`config.mk`:
```
export PLATFORM = sky130hd
export DESIGN_NAME = dct_cos_seq_flat
export DESIGN_NICKNAME = d
export VERILOG_FILES = /design/src/rtl/dct_pkg.sv /design/src/rtl/dct_cos_seq_if.sv /design/src/rtl/dct_cos_addr_gen.sv /design/src/rtl/dct_cos_seq.sv /design/src/flat_wrapper.sv
export SDC_FILE = /design/constraint.sdc
export NUM_CORES = 1
export LEC_CHECK = 0
export CAP_MARGIN = 20
export CORE_ASPECT_RATIO = 1.2
export CORE_MARGIN = 5
export CORE_UTILIZATION = 48
export DETAILED_ROUTE_END_ITERATION = 10
export PLACE_DENSITY = 0.76
export SKIP_CTS_REPAIR_TIMING = 1
export SLEW_MARGIN = 20
export SYNTH_ARGS = -nofsm -noshare
export SYNTH_HDL_FRONTEND = slang
export SYNTH_SLANG_ARGS = --single-unit
```
`constraint.sdc`:
```
create_clock -name clk -period 1.9 [get_ports clk]
set_clock_uncertainty 0.05 [all_clocks]
set_input_delay 0.57 -clock clk [delete_from_list [all_inputs] [get_ports clk]]
set_output_delay 0.57 -clock clk [all_outputs]
set_load 0.02 [all_outputs]
```
`src/rtl/dct_pkg.sv`:
```
// dct_pkg: constants and types shared by the DCT cosine sequencer and the
// DCT MAC controller.
//   DCT_ROM_AW / DCT_ROM_DW : address and data width of the DCT_COS ROM
//   DCT_ROM_AMP             : ROM amplitude, entry a = round(AMP*cos(2*pi*a/512))
//   dct_state_e             : IDLE / RUN / DONE control states
//   dct_scale()             : address stride S = 512/(4N) for a given log2(N)
package dct_pkg;

  localparam int DCT_ROM_AW  = 9;
  localparam int DCT_ROM_DW  = 9;
  localparam int DCT_ROM_AMP = 255;

  typedef enum logic [1:0] {
    IDLE = 2'd0,
    RUN  = 2'd1,
    DONE = 2'd2
  } dct_state_e;

  // One ROM period covers 512 entries, and the DCT-II phase step is pi/(2N),
  // so one unit of k*(2n+1) is 512/(4N) = 2^(7-log2 N) entries.
  function automatic logic [DCT_ROM_AW-1:0] dct_scale(input int n_log2);
    return DCT_ROM_AW'(1) << (7 - n_log2);
  endfunction

endpackage

```
`src/rtl/dct_cos_seq_if.sv`:
```
// dct_cos_seq_if: coefficient stream from the cosine sequencer to the DCT MAC.
//   coef_valid / coef_ready : handshake, beat transfers when both are high
//   coef_data               : signed cosine sample
//   coef_k / coef_n         : DCT output / input index of the beat
//   coef_last_n             : beat closes a row (n = N-1)
//   coef_last               : final beat of the transform
// master = sequencer side, slave = MAC side.
interface dct_cos_seq_if #(
  parameter int N_LOG2 = 5,
  parameter int ROM_DW = 9
);

  logic                     coef_valid;
  logic                     coef_ready;
  logic signed [ROM_DW-1:0] coef_data;
  logic [N_LOG2-1:0]        coef_k;
  logic [N_LOG2-1:0]        coef_n;
  logic                     coef_last_n;
  logic                     coef_last;

  modport master (
    output coef_valid, coef_data, coef_k, coef_n, coef_last_n, coef_last,
    input  coef_ready
  );

  modport slave (
    input  coef_valid, coef_data, coef_k, coef_n, coef_last_n, coef_last,
    output coef_ready
  );

endinterface

```
`src/rtl/dct_cos_addr_gen.sv`:
```
// dct_cos_addr_gen: fetch stage of the cosine sequencer. Holds the (k, n)
// counters and produces ROM address (k*(2n+1)*S) mod 512 incrementally.
//   clk, rst_n        : clock, asynchronous active-low reset
//   clr               : restart at (0,0), address 0
//   adv               : move to the next (k, n) pair
//   k_num             : number of rows K (already normalised to 1..N)
//   k_p0, n_p0        : indices of the pair currently addressed
//   rom_addr          : registered ROM address for (k_p0, n_p0)
//   last_n_p0, last_p0: pair is at n = N-1 / at (K-1, N-1)
module dct_cos_addr_gen
  import dct_pkg::*;
#(
  parameter int N_LOG2 = 5,
  parameter int ROM_AW = DCT_ROM_AW
) (
  input  logic              clk,
  input  logic              rst_n,
  input  logic              clr,
  input  logic              adv,
  input  logic [N_LOG2:0]   k_num,
  output logic [N_LOG2-1:0] k_p0,
  output logic [N_LOG2-1:0] n_p0,
  output logic [ROM_AW-1:0] rom_addr,
  output logic              last_n_p0,
  output logic              last_p0
);

  localparam logic [ROM_AW-1:0] S     = ROM_AW'(dct_scale(N_LOG2));
  localparam logic [ROM_AW-1:0] S2    = S << 1;
  localparam logic [N_LOG2-1:0] N_MAX = '1;

  // base = k*S, step = 2k*S; both wrap mod 512 along with the address,
  // so no multiplier is needed.
  logic [ROM_AW-1:0] base;
  logic [ROM_AW-1:0] step;

  assign last_n_p0 = (n_p0 == N_MAX);
  assign last_p0   = last_n_p0 && ({1'b0, k_p0} == (k_num - 1'b1));

  always_ff @(posedge clk or negedge rst_n) begin
    if (!rst_n) begin
      k_p0     <= '0;
      n_p0     <= '0;
      base     <= '0;
      step     <= '0;
      rom_addr <= '0;
    end else if (clr) begin
      k_p0     <= '0;
      n_p0     <= '0;
      base     <= '0;
      step     <= '0;
      rom_addr <= '0;
    end else if (adv) begin
      if (last_n_p0) begin
        k_p0     <= k_p0 + 1'b1;
        n_p0     <= '0;
        base     <= base + S;
        step     <= step + S2;
        rom_addr <= base + S;
      end else begin
        n_p0     <= n_p0 + 1'b1;
        rom_addr <= rom_addr + step;
      end
    end
  end

endmodule

```
`src/rtl/dct_cos_seq.sv`:
```
// dct_cos_seq: walks every (k, n) pair of an N-point DCT-II, addresses the
// external combinational cosine ROM and streams coefficients to the MAC.
//   clk, rst_n : clock, asynchronous active-low reset
//   start      : begin a transform (ignored while busy)
//   cfg_k_num  : rows K, sampled with start; 0 or > N means N
//   busy, done : transform in progress / one-cycle completion pulse
//   rom_addr   : registered ROM address; rom_data : ROM output, same cycle
//   coef       : coefficient stream (master side)
module dct_cos_seq
  import dct_pkg::*;
#(
  parameter int N_LOG2 = 5,
  parameter int ROM_AW = DCT_ROM_AW,
  parameter int ROM_DW = DCT_ROM_DW
) (
  input  logic                     clk,
  input  logic                     rst_n,
  input  logic                     start,
  input  logic [N_LOG2:0]          cfg_k_num,
  output logic                     busy,
  output logic                     done,
  output logic [ROM_AW-1:0]        rom_addr,
  input  logic signed [ROM_DW-1:0] rom_data,
  dct_cos_seq_if.master            coef
);

  localparam int              N_INT = 1 << N_LOG2;
  localparam logic [N_LOG2:0] N_VAL = N_INT[N_LOG2:0];

  dct_state_e        state, state_nxt;
  logic [N_LOG2:0]   k_num;
  logic              vld_p0;
  logic [N_LOG2-1:0] k_p0, n_p0;
  logic              last_n_p0, last_p0;
  logic              accept, adv, fetch_adv, fire;

  assign accept    = (state == IDLE) && start;
  // Output register may load when empty or when its beat is being taken.
  assign adv       = !coef.coef_valid || coef.coef_ready;
  assign fetch_adv = (state == RUN) && vld_p0 && adv;
  assign fire      = coef.coef_valid && coef.coef_ready && coef.coef_last;

  always_ff @(posedge clk or negedge rst_n) begin
    if (!rst_n) state <= IDLE;
    else        state <= state_nxt;
  end

  always_comb begin
    state_nxt = state;
    busy      = 1'b0;
    done      = 1'b0;
    case (state)
      IDLE: if (start) state_nxt = RUN;
      RUN: begin
        busy = 1'b1;
        if (fire) state_nxt = DONE;
      end
      DONE: begin
        busy      = 1'b1;
        done      = 1'b1;
        state_nxt = IDLE;
      end
      default: state_nxt = IDLE;
    endcase
  end

  always_ff @(posedge clk or negedge rst_n) begin
    if (!rst_n) begin
      k_num  <= '0;
      vld_p0 <= 1'b0;
    end else if (accept) begin
      k_num  <= ((cfg_k_num == '0) || (cfg_k_num > N_VAL)) ? N_VAL : cfg_k_num;
      vld_p0 <= 1'b1;
    end else if (fetch_adv && last_p0) begin
      vld_p0 <= 1'b0;
    end
  end

  // Stage p0: fetch (k, n, rom_addr)
  dct_cos_addr_gen #(
    .N_LOG2 (N_LOG2),
    .ROM_AW (ROM_AW)
  ) u_addr_gen (
    .clk       (clk),
    .rst_n     (rst_n),
    .clr       (accept),
    .adv       (fetch_adv),
    .k_num     (k_num),
    .k_p0      (k_p0),
    .n_p0      (n_p0),
    .rom_addr  (rom_addr),
    .last_n_p0 (last_n_p0),
    .last_p0   (last_p0)
  );

  // Stage p1: output register, loads the ROM sample for the fetched pair
  always_ff @(posedge clk or negedge rst_n) begin
    if (!rst_n) begin
      coef.coef_valid  <= 1'b0;
      coef.coef_data   <= '0;
      coef.coef_k      <= '0;
      coef.coef_n      <= '0;
      coef.coef_last_n <= 1'b0;
      coef.coef_last   <= 1'b0;
    end else if ((state == RUN) && adv) begin
      coef.coef_valid <= vld_p0;
      if (vld_p0) begin
        coef.coef_data   <= rom_data;
        coef.coef_k      <= k_p0;
        coef.coef_n      <= n_p0;
        coef.coef_last_n <= last_n_p0;
        coef.coef_last   <= last_p0;
      end
    end
  end

endmodule

```
`src/flat_wrapper.sv`:
```
// flat-port wrapper written by rule: the top's interface ports become plain ports
module dct_cos_seq_flat import dct_pkg::*;
#(
  parameter int N_LOG2 = 5,
  parameter int ROM_AW = DCT_ROM_AW,
  parameter int ROM_DW = DCT_ROM_DW
)
  (clk, rst_n, start, cfg_k_num, busy, done, rom_addr, rom_data, coef_coef_valid, coef_coef_data, coef_coef_k, coef_coef_n, coef_coef_last_n, coef_coef_last, coef_coef_ready);
  dct_cos_seq_if #(.N_LOG2(N_LOG2), .ROM_DW(ROM_DW)) coef_i ();
  input  logic clk;
  input  logic rst_n;
  input  logic start;
  input  logic [N_LOG2:0] cfg_k_num;
  output logic busy;
  output logic done;
  output logic [ROM_AW-1:0] rom_addr;
  input  logic signed [ROM_DW-1:0] rom_data;
  output wire logic [$bits(coef_i.coef_valid)-1:0] coef_coef_valid;
  output wire logic [$bits(coef_i.coef_data)-1:0] coef_coef_data;
  output wire logic [$bits(coef_i.coef_k)-1:0] coef_coef_k;
  output wire logic [$bits(coef_i.coef_n)-1:0] coef_coef_n;
  output wire logic [$bits(coef_i.coef_last_n)-1:0] coef_coef_last_n;
  output wire logic [$bits(coef_i.coef_last)-1:0] coef_coef_last;
  input wire logic [$bits(coef_i.coef_ready)-1:0] coef_coef_ready;
  assign coef_coef_valid = coef_i.coef_valid;
  assign coef_coef_data = coef_i.coef_data;
  assign coef_coef_k = coef_i.coef_k;
  assign coef_coef_n = coef_i.coef_n;
  assign coef_coef_last_n = coef_i.coef_last_n;
  assign coef_coef_last = coef_i.coef_last;
  assign coef_i.coef_ready = coef_coef_ready;
  dct_cos_seq #(.N_LOG2(N_LOG2), .ROM_AW(ROM_AW), .ROM_DW(ROM_DW)) u_core (.clk(clk), .rst_n(rst_n), .start(start), .cfg_k_num(cfg_k_num), .busy(busy), .done(done), .rom_addr(rom_addr), .rom_data(rom_data), .coef(coef_i));
endmodule
```
After elaboration in Yosys (flattened, before gate mapping)
Index checks and enable logic that the tools add are counted.
{"block": "totals", "output_inout_bits": 33, "input_bits": 19, "wordCells": 70, "ff_bits": 68}
{"block": "classes", "add_sub_neg": 6, "reduce_logical": 20, "eq_ne": 6, "n_lt_le_gt_ge": 1, "muxes": 23}
{"operator": "$mux 9", "count": 9}
{"operator": "$mux 5", "count": 6}
{"operator": "$add 5x1->5 const B", "count": 2}
{"operator": "$add 9x3->9 const B", "count": 1}
{"operator": "$add 9x4->9 const B", "count": 1}
{"operator": "$add 9x9->9", "count": 1}
{"operator": "$logic_and 1x1->1", "count": 8}
{"operator": "$eq 5x6->1", "count": 1}
{"operator": "$gt 6x6->1 const B", "count": 1}
{"operator": "$logic_not 6->1", "count": 1}
{"operator": "$mux 6", "count": 1}
{"operator": "$reduce_and 2->1", "count": 3}
{"operator": "$reduce_bool 2->1", "count": 3}
{"operator": "$sub 6x1->6 const B", "count": 1}
{"operator": "$eq 5x5->1 const B", "count": 1}
{"operator": "$mux 1", "count": 4}
{"operator": "$mux 2", "count": 2}
{"operator": "$pmux 2 s2", "count": 1}
{"operator": "$eq 2x1->1 const B", "count": 1}
{"operator": "$eq 2x2->1 const B", "count": 1}
{"operator": "$logic_not 2->1", "count": 1}
{"operator": "$logic_or 1x1->1", "count": 2}
{"operator": "$ne 2x1->1 const B", "count": 1}
{"operator": "$ne 2x2->1 const B", "count": 1}
{"operator": "other kinds (2)", "count": 2}

Depth between registers and ports, before layout
{"block": "logic_depth", "word_depth": 6, "ltp_mapped": 9, "ltp_nobuf": 8}

Hierarchy
Synthesis repeated with hierarchy kept, for this count alone.
{"block": "hier_totals", "hier_cells": 295, "area_unflattened_um2": 3251.9}
{"module": "dct_cos_addr_gen", "area_each_um2": 1850.5, "seq_area_each_um2": 800.8, "cells_each": 198, "instances": 1}
{"module": "dct_cos_seq", "area_each_um2": 1401.3, "seq_area_each_um2": 775.7, "cells_each": 97, "instances": 1}

Worst setup path after synthesis
No wires, ideal clock.
{"block": "synth_timing", "path_kind": "register to register", "start": "register u_core.u_addr_gen.n_p0[0]", "end": "register u_core.vld_p0", "path_buffers": 1, "setup_slack_ps": -48, "setup_time_ps": 118, "arrival_time_ps": 1780, "required_ps": 1732, "stages_incl_launch_ff": 9, "period_less_slack_ps": 1948, "cell_sequence": "dfrtp_1 > ha_1 > and3_1 > ha_1 > buf_2 > nand3_2 > nor4_1 > o2111ai_1 > a21o_1"}
{"block": "synth_via", "elab_chain_len": 4}
{"item": "start: declaration", "line_no": "dct_cos_addr_gen.sv:22", "source": "output logic [N_LOG2-1:0] n_p0,"}
{"item": "start signal: assignment", "line_no": "dct_cos_addr_gen.sv:61", "source": "n_p0 <= n_p0 + 1'b1;"}
{"item": "$eq 5x5->1", "line_no": "dct_cos_addr_gen.sv:37", "source": "assign last_n_p0 = (n_p0 == N_MAX);"}
{"item": "named net u_core.last_n_p0", "line_no": "dct_cos_seq.sv:34", "source": "logic last_n_p0, last_p0;"}
{"item": "$logic_and 1x1->1", "line_no": "dct_cos_addr_gen.sv:38", "source": "assign last_p0 = last_n_p0 && ({1'b0, k_p0} == (k_num - 1'b1));"}
{"item": "$logic_and 1x1->1", "line_no": "dct_cos_seq.sv:74", "source": "end else if (fetch_adv && last_p0) begin"}
{"item": "$reduce_bool 2->1 (no source line)"}
{"item": "end signal: assignment", "line_no": "dct_cos_seq.sv:70", "source": "vld_p0 <= 1'b0;"}
{"item": "end signal: assignment", "line_no": "dct_cos_seq.sv:73", "source": "vld_p0 <= 1'b1;"}
{"item": "end signal: assignment", "line_no": "dct_cos_seq.sv:75", "source": "vld_p0 <= 1'b0;"}
{"item": "end: declaration", "line_no": "dct_cos_seq.sv:32", "source": "logic vld_p0;"}
The timed path passes the listed nets, and every way through them passes these cells.
A chain may end at the register's enable or synchronous reset.

Worst setup path in the final report
{"block": "layout_timing", "start": "register u_core.state[0]", "end": "output port busy"}
{"block": "layout_via", "elab_chain_len": 3, "word_cells_on_any_way": 4, "cone_classes": "eq/ne: 2; mux: 1; reduce/logical: 1"}
{"item": "start: declaration", "line_no": "dct_cos_seq.sv:30", "source": "dct_state_e state, state_nxt;"}
{"item": "start signal: assignment", "line_no": "dct_cos_seq.sv:45", "source": "else state <= state_nxt;"}
{"item": "$eq 2x2->1 / $eq 2x1->1 (equally long branches)", "line_no": "dct_cos_seq.sv:52", "source": "case (state)"}
{"item": "$reduce_or 2->1 (no source line) (*)"}
{"item": "$mux 1 (*)", "line_no": "dct_cos_seq.sv:52"}
{"item": "end: declaration", "line_no": "flat_wrapper.sv:14", "source": "output logic busy;"}
Every way passes the cells marked *; elsewhere a longest branch is shown, timed or not.

==> results.cfg <==
[outcome]
outcome = finished, final reports clean

[placement]
place_worst_setup_slack_ns = -0.273
number_of_port_buffers = 51
detailed_place_hpwl_um = 5400
gp_congestion = 0.795

[cts]
clkSinkCount = 63
htree_levels = 3
cts.path.max_buffers = 2
clk-insertion-delay-late_ns = 0.35
cts.reportedPaths.clkPinSlew_ns = 0.07
cts_buffers = 9
clockRootBuffer = sky130_fd_sc_hd__clkbuf_8
tritoncts = done

[critical_path]
worstSetupPathType = reg -> out
timing.critical_path.from_type = flop
end_kind = output port
critical_path.cell_chain = inv_2 > ha_1 > clkbuf_2
path_depth = 3
worstReg2RegEnd = u_core.vld_p0$_DFFE_PN0P_
worst_setup_path_endpoint = busy
critPathArrivalTime_ns = 1.23
worst_ep_required_time_ns = 1.28
reg2regPathDepth = 7
cell_family_with_most_cp_delay = flip-flops
critical-path-slowest-cell = sky130_fd_sc_hd__dfrtp_1
critical_path.reg2reg.startpoint = u_core.u_addr_gen.n_p0[1]$_DFFE_PN0P_
crit_fanout = 4
max_stage_delay_ns = 0.38
rrSetupSlack_ns = 0.08
cp.buffers_inverters = 2
worst_setup_path_startpoint = u_core.state[0]$_DFFE_PN0P_

[grt]
remaining_global_route_overflow = 0
grt_start_max_net_pins = 64
grt_first_pass_wirelength_um = 12500
grt_antenna_before_repair = 0
grt.total_usage_pct = 18.2
grt_pass1_vias = 2803

[yosys]
synth_top_cells_by_area = sky130_fd_sc_hd__dfrtp_1 49%, sky130_fd_sc_hd__nand2_1 11%, sky130_fd_sc_hd__ha_1 6.6%, sky130_fd_sc_hd__xor2_1 4.3%, sky130_fd_sc_hd__xnor2_1 3.5%
simple_gate_fraction_of_synth_area_pct = 24.0
post_synth_xor_area_fraction_pct = 7.83
synth_enable_flop_cells = 0
synth_fa_ha_area_share_pct = 6.55
synthDominantAreaCellType = sky130_fd_sc_hd__dfrtp_1
postSynthNetCount = 393
ys_seq_elements = 63
synthDominantCellAreaShare_pct = 48.6
synth_area_um2 = 3250
postSynthAreaPerCell_um2 = 9.09
synth_top_family_by_area = simple AND/OR/NAND/NOR gates
postSynthCellCount = 357
muxShareOfSynthArea_pct = 0.925
synth.distinct_cells = 45
synth_compound_area_share_pct = 8.75
async_flop_share_pct = 100
seq_area_frac_synth_pct = 48.6
synth_flop_type = sky130_fd_sc_hd__dfrtp_1
synth-warning-count = 0

[layout]
n_antenna_cell = 0
nNetsFinal = 477
area_growth_pct = 38.8
drive_above_1_share_pct = 17.0

[hold_path]
min_path_type = in -> async

[drt]
drt_drc_violations_left = 0
detail-route-antenna-nets = 0
wire_per_inst_um = 14.4
viasPerCell = 5.28
drtIter0Drc = 120
drtPass1Iterations = 5
vias = 2806
final_wirelength_um = 7630

[floorplanning]
design.die.area_um2 = 8510
core_region_area_um2 = 6530
floorplan.initialDensity_pct = 49.7
die_w_um = 85.1
floorplan.io_pins = 52
die-height_um = 100
placementRows = 32

[sta]
post_route_hold_slack_ns = 0.165
maxSlewViolCount = 0
max_freq_mhz = 539
finalSetupViolations = 0
hold_violations = 0
finalCritPeriodShare_pct = 97.6
period_minus_slack_ns = 1.85
finalWorstSetupSlack_ns = 0.0461

[pwr]
overall_power_uw = 5070
irDropWorstVdd_mv = 0.546
power_leakage_uw = 0.00254
power_density_nw_per_um2 = 1130

[flow_run]
cap_viol_max_count = 0
## cell usage in the layout (no fill, tap or decap), drive strengths merged, types with 4 or more instances in the layout
cell type,count
nand2,96
dfrtp,63
buf,39
dlymetal6s2s,32
nor2,29
a21oi,20
clkdlybuf4s50,17
ha,17
xor2,16
xnor2,13
o21ai,13
clkbuf,10
nand3,9
nand4,7
nand3b,7
inv,7
nor3,5
and3,5
clkinvlp,4
## cells by family after synthesis
| logic type | Yosys count |
|---|---|
| and+or+nand+nor | 172 |
| DFF | 63 |
| AOI/OAI and AO/OA | 49 |
| xor gates and xnor gates | 29 |
| buffers and inverters | 23 |
| adders and majority gates | 17 |
| muxes | 3 |
| other | 1 |
## Yosys cell counts, types with 2 or more instances
master and instances:
sky130_fd_sc_hd__nand2_1 95, sky130_fd_sc_hd__dfrtp_1 63, sky130_fd_sc_hd__nor2_1 28, sky130_fd_sc_hd__a21oi_1 20
sky130_fd_sc_hd__ha_1 17, sky130_fd_sc_hd__xor2_1 16, sky130_fd_sc_hd__o21ai_0 13, sky130_fd_sc_hd__xnor2_1 13
sky130_fd_sc_hd__nand3_1 8, sky130_fd_sc_hd__inv_1 7, sky130_fd_sc_hd__nand3b_1 7, sky130_fd_sc_hd__nand4_1 7
sky130_fd_sc_hd__clkbuf_1 6, sky130_fd_sc_hd__and3_1 5, sky130_fd_sc_hd__buf_2 5, sky130_fd_sc_hd__nor3_1 5
sky130_fd_sc_hd__a211oi_1 3, sky130_fd_sc_hd__a31oi_1 3, sky130_fd_sc_hd__buf_1 3, sky130_fd_sc_hd__mux2i_1 3
sky130_fd_sc_hd__a21o_1 2, sky130_fd_sc_hd__nand2b_1 2, sky130_fd_sc_hd__nor2b_1 2, sky130_fd_sc_hd__nor4_1 2
sky130_fd_sc_hd__or4_1 2
## flip-flops by register name, indices dropped and copies added (netlist names), 2 cells and up
signal and cells:
u_core.state 2, u_core.coef.coef_data 9, u_core.coef.coef_k 5, u_core.coef.coef_n 5
u_core.u_addr_gen.rom_addr 9, u_core.u_addr_gen.step 6, u_core.k_num 6, u_core.u_addr_gen.base 7
u_core.u_addr_gen.k_p0 5, u_core.u_addr_gen.n_p0 5
## worst min path at each step
stage	start	cells past startpoint	slack, ns	endpoint
2_1_floorplan	rst_n	0	0.22	u_core.coef.coef_data[0]$_DFFE_PN0P_
3_3_place_gp	u_core.coef.coef_k[0]$_DFFE_PN0P_	2	0.41	u_core.coef.coef_k[0]$_DFFE_PN0P_
3_5_place_dp	u_core.coef.coef_n[0]$_DFFE_PN0P_	2	0.41	u_core.coef.coef_n[0]$_DFFE_PN0P_
4_1_cts	rst_n	2	0.17	u_core.coef.coef_k[4]$_DFFE_PN0P_
5_1_grt	rst_n	2	0.20	u_core.coef.coef_k[3]$_DFFE_PN0P_
6_report	rst_n	2	0.17	u_core.k_num[4]$_DFFE_PN0P_
## power breakdown
part	internal, µW	leakage, µW	switching [µW]	total (µW)
clock network	604	0.0000875	547	1150
registers	1600	0.000842	184	1780
logic	979	0.00161	1160	2140
## layout make-up
type,count,area [µm²]
timing repair buffer,89,932
clock inverter,7,73.8
tap,85,106
clock buffer,9,124
fill,478,2020
multi-input combinational,271,1670
sequential,63,1580
inverter,7,26.3
## through the flow
step,util [%],std cells,setup TNS (ns),cell area (µm²)
2_1_floorplan,-,357,0,3250
3_3_place_gp,62.9,512,-4.78,4100
3_5_place_dp,62.9,512,-6.70,4100
4_1_cts,65.9,528,-2.83,4300
5_1_grt,69.0,531,-0.00412,4500
6_report,69.0,531,0,4500
## metal layers
layer / global-route usage (%) / up-vias / routed length, µm
met2: 32.7 / 61 / 3950
met1: 20.6 / 1366 / 3210
met3: 2.63 / 15 / 304
met4: 9.87 / 0 / 156
met5: 0 / - / 0
li1: - / 1364 / -
No activity file was read; power rests on OpenSTA's default activity.
